===== config.mk =====
export PLATFORM = sky130hd
export DESIGN_NAME = product_accumulator
export DESIGN_NICKNAME = d
export VERILOG_FILES = /design/src/rtl/product_accumulator.sv
export SDC_FILE = /design/constraint.sdc
export NUM_CORES = 1
export LEC_CHECK = 0
export ABC_AREA = 1
export CORE_MARGIN = 10
export CORE_UTILIZATION = 45
export DETAILED_ROUTE_END_ITERATION = 8
export PLACE_DENSITY = 0.67
export SLEW_MARGIN = 5
export SYNTH_ARGS = -nofsm -noshare
export SYNTH_HDL_FRONTEND = slang
export SYNTH_SLANG_ARGS = --single-unit
export TNS_END_PERCENT = 20

===== constraint.sdc =====
create_clock -name clk -period 2.5 [get_ports clk]
set_clock_uncertainty 0.15 [all_clocks]
set_input_delay 0.25 -clock clk [delete_from_list [all_inputs] [get_ports clk]]
set_output_delay 0.25 -clock clk [all_outputs]
set_load 0.02 [all_outputs]

===== src/rtl/product_accumulator.sv =====
// Sums a frame of frame_len unsigned products and hands the total downstream
// through a valid/ready handshake. A frame_len of 0 means 2^LEN_W products.
module product_accumulator #(
  parameter int unsigned PROD_W = 64,
  parameter int unsigned LEN_W  = 8,
  parameter int unsigned ACC_W  = 72
) (
  input  logic              clk,
  input  logic              reset,
  input  logic              clear,
  input  logic [PROD_W-1:0] product,
  input  logic              in_valid,
  output logic              in_ready,
  input  logic [LEN_W-1:0]  frame_len,
  output logic [ACC_W-1:0]  sum,
  output logic              out_valid,
  input  logic              out_ready,
  output logic [15:0]       frame_cnt
);

  localparam logic [1:0] S_IDLE  = 2'd0;
  localparam logic [1:0] S_ACCUM = 2'd1;
  localparam logic [1:0] S_DONE  = 2'd2;

  logic [1:0]       r_state;
  logic [ACC_W-1:0] r_acc;
  logic [LEN_W:0]   r_cnt;
  logic [LEN_W-1:0] r_len_q;
  logic [15:0]      r_frame_cnt;

  logic [1:0]       w_state_nxt;
  logic [ACC_W-1:0] w_acc_nxt;
  logic [LEN_W:0]   w_cnt_nxt;
  logic [LEN_W-1:0] w_len_nxt;
  logic [15:0]      w_frame_cnt_nxt;

  logic             w_accept;
  logic             w_handoff;
  logic [ACC_W-1:0] w_prod_ext;
  logic [LEN_W:0]   w_cnt_inc;
  logic [LEN_W:0]   w_len_in_eff;
  logic [LEN_W:0]   w_len_q_eff;

  // A zero length field encodes 2^LEN_W, so the count runs one bit wider.
  function automatic logic [LEN_W:0] eff_len(input logic [LEN_W-1:0] l);
    eff_len = (l == '0) ? {1'b1, {LEN_W{1'b0}}} : {1'b0, l};
  endfunction

  assign in_ready     = (r_state == S_IDLE) || (r_state == S_ACCUM);
  assign out_valid    = (r_state == S_DONE);
  assign sum          = r_acc;
  assign frame_cnt    = r_frame_cnt;

  assign w_accept     = in_valid && in_ready;
  assign w_handoff    = out_valid && out_ready;
  assign w_prod_ext   = ACC_W'(product);
  assign w_cnt_inc    = r_cnt + (LEN_W + 1)'(1);
  assign w_len_in_eff = eff_len(frame_len);
  assign w_len_q_eff  = eff_len(r_len_q);

  always_comb begin
    w_state_nxt     = r_state;
    w_acc_nxt       = r_acc;
    w_cnt_nxt       = r_cnt;
    w_len_nxt       = r_len_q;
    w_frame_cnt_nxt = r_frame_cnt;

    case (r_state)
      S_IDLE: begin
        if (w_accept) begin
          w_acc_nxt   = w_prod_ext;
          w_cnt_nxt   = (LEN_W + 1)'(1);
          w_len_nxt   = frame_len;
          w_state_nxt = (w_len_in_eff == (LEN_W + 1)'(1)) ? S_DONE : S_ACCUM;
        end
      end
      S_ACCUM: begin
        if (w_accept) begin
          w_acc_nxt = r_acc + w_prod_ext;
          w_cnt_nxt = w_cnt_inc;
          if (w_cnt_inc == w_len_q_eff) begin
            w_state_nxt = S_DONE;
          end
        end
      end
      S_DONE: begin
        if (w_handoff) begin
          w_state_nxt     = S_IDLE;
          w_frame_cnt_nxt = r_frame_cnt + 16'd1;
        end
      end
      default: begin
        w_state_nxt = S_IDLE;
      end
    endcase

    // Abort wins over any accept or handoff seen on the same edge.
    if (clear) begin
      w_state_nxt     = S_IDLE;
      w_acc_nxt       = '0;
      w_cnt_nxt       = '0;
      w_frame_cnt_nxt = r_frame_cnt;
    end
  end

  always_ff @(posedge clk or negedge reset) begin
    if (!reset) begin
      r_state     <= S_IDLE;
      r_acc       <= '0;
      r_cnt       <= '0;
      r_len_q     <= '0;
      r_frame_cnt <= '0;
    end else begin
      r_state     <= w_state_nxt;
      r_acc       <= w_acc_nxt;
      r_cnt       <= w_cnt_nxt;
      r_len_q     <= w_len_nxt;
      r_frame_cnt <= w_frame_cnt_nxt;
    end
  end

endmodule


==> results.tsv <==
stage	metric	value	unit
run_status	outcome	complete, no violations	
clock_tree	numCtsBuffers	9	
power_and_ir_drop	swShare	48.4	%
floorplan	dieArea	0.0317	sq mm
critical_path	arrival	2570	ps
critical_path	start_kind	flop	
power_and_ir_drop	powerDensity	768	mW/mm^2
power_and_ir_drop	pwr-share-comb	68.7	%
finish	final.fill_count	2216	
synthesis	yosysUniqueCellTypes	39	
power_and_ir_drop	p_leak	9.28	nW
critical_path	path_max_fanout	3	
sta	min_period_over_period	98.0	%
floorplan	start_util	45.9	%
synthesis	synth_nets	2139	
sta	rsz0062_at_grt	true	
grt	grt_max_degree	70	
finish	final-seq-area	0.00268	sq mm
sta	fmax	408	MHz
synthesis	synth_area_per_cell	5.63	sq um
critical_path	r2r-start	sum[0]	
power_and_ir_drop	total_power	0.0131	W
clock_tree	cts_tree	done	
floorplan	dieWidth	178	um
finish	n_antenna_cell	0	
grt	grt_pass1_wl	71.5	mm
finish	syn_to_final_growth	52.2	%
drt	drc	0	
critical_path	ff2ff_path_depth	14	
hold_path	min_path_type	input port to flop	
finish	utilization	69.9	%
finish	layout-drive-gt1-share	22.9	%
sta	hold_viol	0	
sta	fin_crit	2450	ps
drt	ant_nets	0	
clock_tree	clk_root_buffer_cell	clkbuf_16	
drt	first_iter_violations	973	
synthesis	synth_edf_count	0	
grt	grt_pass1_vias	13762	
grt	grt_antenna_before_repair	1	
hold_path	hold_end	sum[0]	
synthesis	ys_ff_latch	107	
floorplan	rows	57	
floorplan	core_area	0.0245	sq mm
drt	routed_wl	46.4	mm
drt	viasPerCell	5.06	
grt	grt_overflow	0	
run	cap_violations	0	
synthesis	async_flop_share	100	%
synthesis	synth_cells	1995	
critical_path	critPathKind	flop to flop	
finish	final_nets	2615	
grt	grt_use_total	28.3	%
placement	place_ws	-619	ps
clock_tree	worstSkewPairLatency	380	ps
drt	via_count	14179	
power_and_ir_drop	pwr-share-clk	12.6	%
synthesis	yosysWarnings	0	
clock_tree	clockBufferDepth	2	
critical_path	cp.required	2620	ps
synthesis	synth_area	0.0112	sq mm
sta	max_slew_margin	52.4	%
sta	setup_violations	0	
sta	tightestPinTransition	714	ps
power_and_ir_drop	ir_drop	0.440	mV
placement	gp_congestion	1.02	
synthesis	synth_seq_area_share	23.8	%
placement	dp.cells	2772	
floorplan	ioPinCount	167	
finish	fin_cells	2800	
clock_tree	htree_levels	3	
placement	port_buffers	166	
power_and_ir_drop	intPower	0.00677	W
floorplan	die_h	178	um
sta	slew_violations	0	
synthesis	synth-main-ff-cell	dfrtp_1	
drt	firstDrtPassIters	6	
critical_path	reg2reg_to	sum[24]	
placement	hpwlAfterDp	37.4	mm
clock_tree	clk_pin_slew	80	ps
hold_path	hold_start	product[0]	
drt	wire_per_inst	16.6	um
power_and_ir_drop	pwr-share-seq	18.8	%
critical_path	r2r_setup_slack	50	ps
power_and_ir_drop	p_sw	0.00635	W
sta	whs	161	ps
hold_path	min_path_cells	3	
finish	multi_input_area	0.00818	sq mm
clock_tree	cts_sinks	107	
critical_path	crit_path_end_kind	flop	
sta	setup_ws	50.1	ps
==> final cells by class <==
type                    instances  area share [%]
flip-flops and latches        107            15.7
multi-input cells            1515            47.9
clock inverters                 7           0.578
inverters                     343            7.53
well taps                     324            2.37
repair buffers                495            24.7
clock buffers                   9            1.32
==> power by group through the flow <==
stage | logic (W) | registers [W] | clock network [W]
after floorplan | 0.00375 | 0.00275 | 0
after global placement | 0.00807 | 0.00241 | 0
after detailed placement | 0.00815 | 0.00243 | 0
after CTS | 0.00828 | 0.00240 | 0.00167
after global routing | 0.00985 | 0.00250 | 0.00173
final | 0.00901 | 0.00246 | 0.00165
==> sequential cells by signal, summed over array words and instances (netlist names) <==
register	count
frame_cnt	16
r_len_q	8
sum	72
r_state	2
r_cnt	9
==> placed cells by master (no fill, tap or decap), types with 19 or more instances in the layout <==
master           netlist  layout
a21oi_1               79      47
ha_1                  66      29
xor2_1                34      34
dfrtp_1              107     107
inv_1                342     340
nor2_1               255     207
a21oi_2                0      31
nor2_2                 3      47
nand4_1               19      19
nand2_1              779     724
o21ai_0               93      86
nand3_1              110      95
nand2_2                3      55
buf_4                  0     322
ha_4                   0      35
clkdlybuf4s50_1        0     162
==> stage by stage <==
step,area (sq um),setup TNS (ps)
finish,17100,0
global route,17100,-672
CTS,16100,-22.1
detailed placement,15600,-21020
global placement,15600,-18580
floorplan,11200,0
==> how the worst max path moves through the flow <==
stage                          start      end  slack (ps)
final                         sum[0]  sum[24]          50
after global routing          sum[0]  sum[24]         -80
after CTS                    sum[16]  sum[30]         -20
after detailed placement  product[0]  sum[56]        -620
after global placement    product[0]  sum[56]        -570
after floorplan               sum[0]  sum[64]          80
==> per-layer routing <==
metal,GRT usage [%],vias to the layer above,share of wire (%)
li1,-,7083,-
met1,37.0,6524,44
met2,47.5,489,47
met3,3.81,81,6.6
met4,8.61,2,2.8
met5,0,-,0.022
==> Yosys cell counts, drive strengths merged, types with 2 or more instances <==
| library cell | instances | share of area, % |
|---|---|---|
| xnor2 | 7 | 0.55 |
| and2 | 2 | 0.11 |
| nor3 | 23 | 1.5 |
| o211ai | 4 | 0.27 |
| ha | 66 | 7.4 |
| or2 | 3 | 0.17 |
| o22ai | 6 | 0.33 |
| nand3 | 112 | 5.1 |
| dfrtp | 107 | 24 |
| clkbuf | 24 | 0.80 |
| nor4 | 3 | 0.22 |
| xor2 | 34 | 2.7 |
| a21oi | 79 | 3.5 |
| o21ai | 97 | 4.3 |
| buf | 6 | 0.26 |
| nor2 | 260 | 8.9 |
| nand4 | 19 | 1.1 |
| nand2 | 783 | 26 |
| o21bai | 10 | 0.67 |
| inv | 343 | 11 |
==> cell families after synthesis <==
| logic type | Yosys count | share of synthesized area, % |
|---|---|---|
| fa+ha+maj | 67 | 7.53 |
| buf+inv | 373 | 12.5 |
| simple gates | 1209 | 43.7 |
| xor+xnor | 41 | 3.20 |
| flops | 107 | 23.8 |
| compound gates | 198 | 9.26 |
==> what timing repair did <==
item	CTS	global route
setup endpoints to repair	33	55
buffers inserted	0	11
resized for setup	33	196
hold endpoints to repair	30	0
pin swaps	1	27
hold buffers	1	0
==> critical path, stage by stage (launching register included) <==
cell and delay [ps]:
dfrtp_1 360, ha_2 180, inv_1 60, fa_2 380, inv_2 70, nand3_1 80, nand3_2 100, buf_6 110
nand2_1 60, nand2_2 100, nand3_2 90, nand3_4 140, xor2_1 170, nor2_1 60, o21ai_0 230
Power figures use the tool's default switching activity.
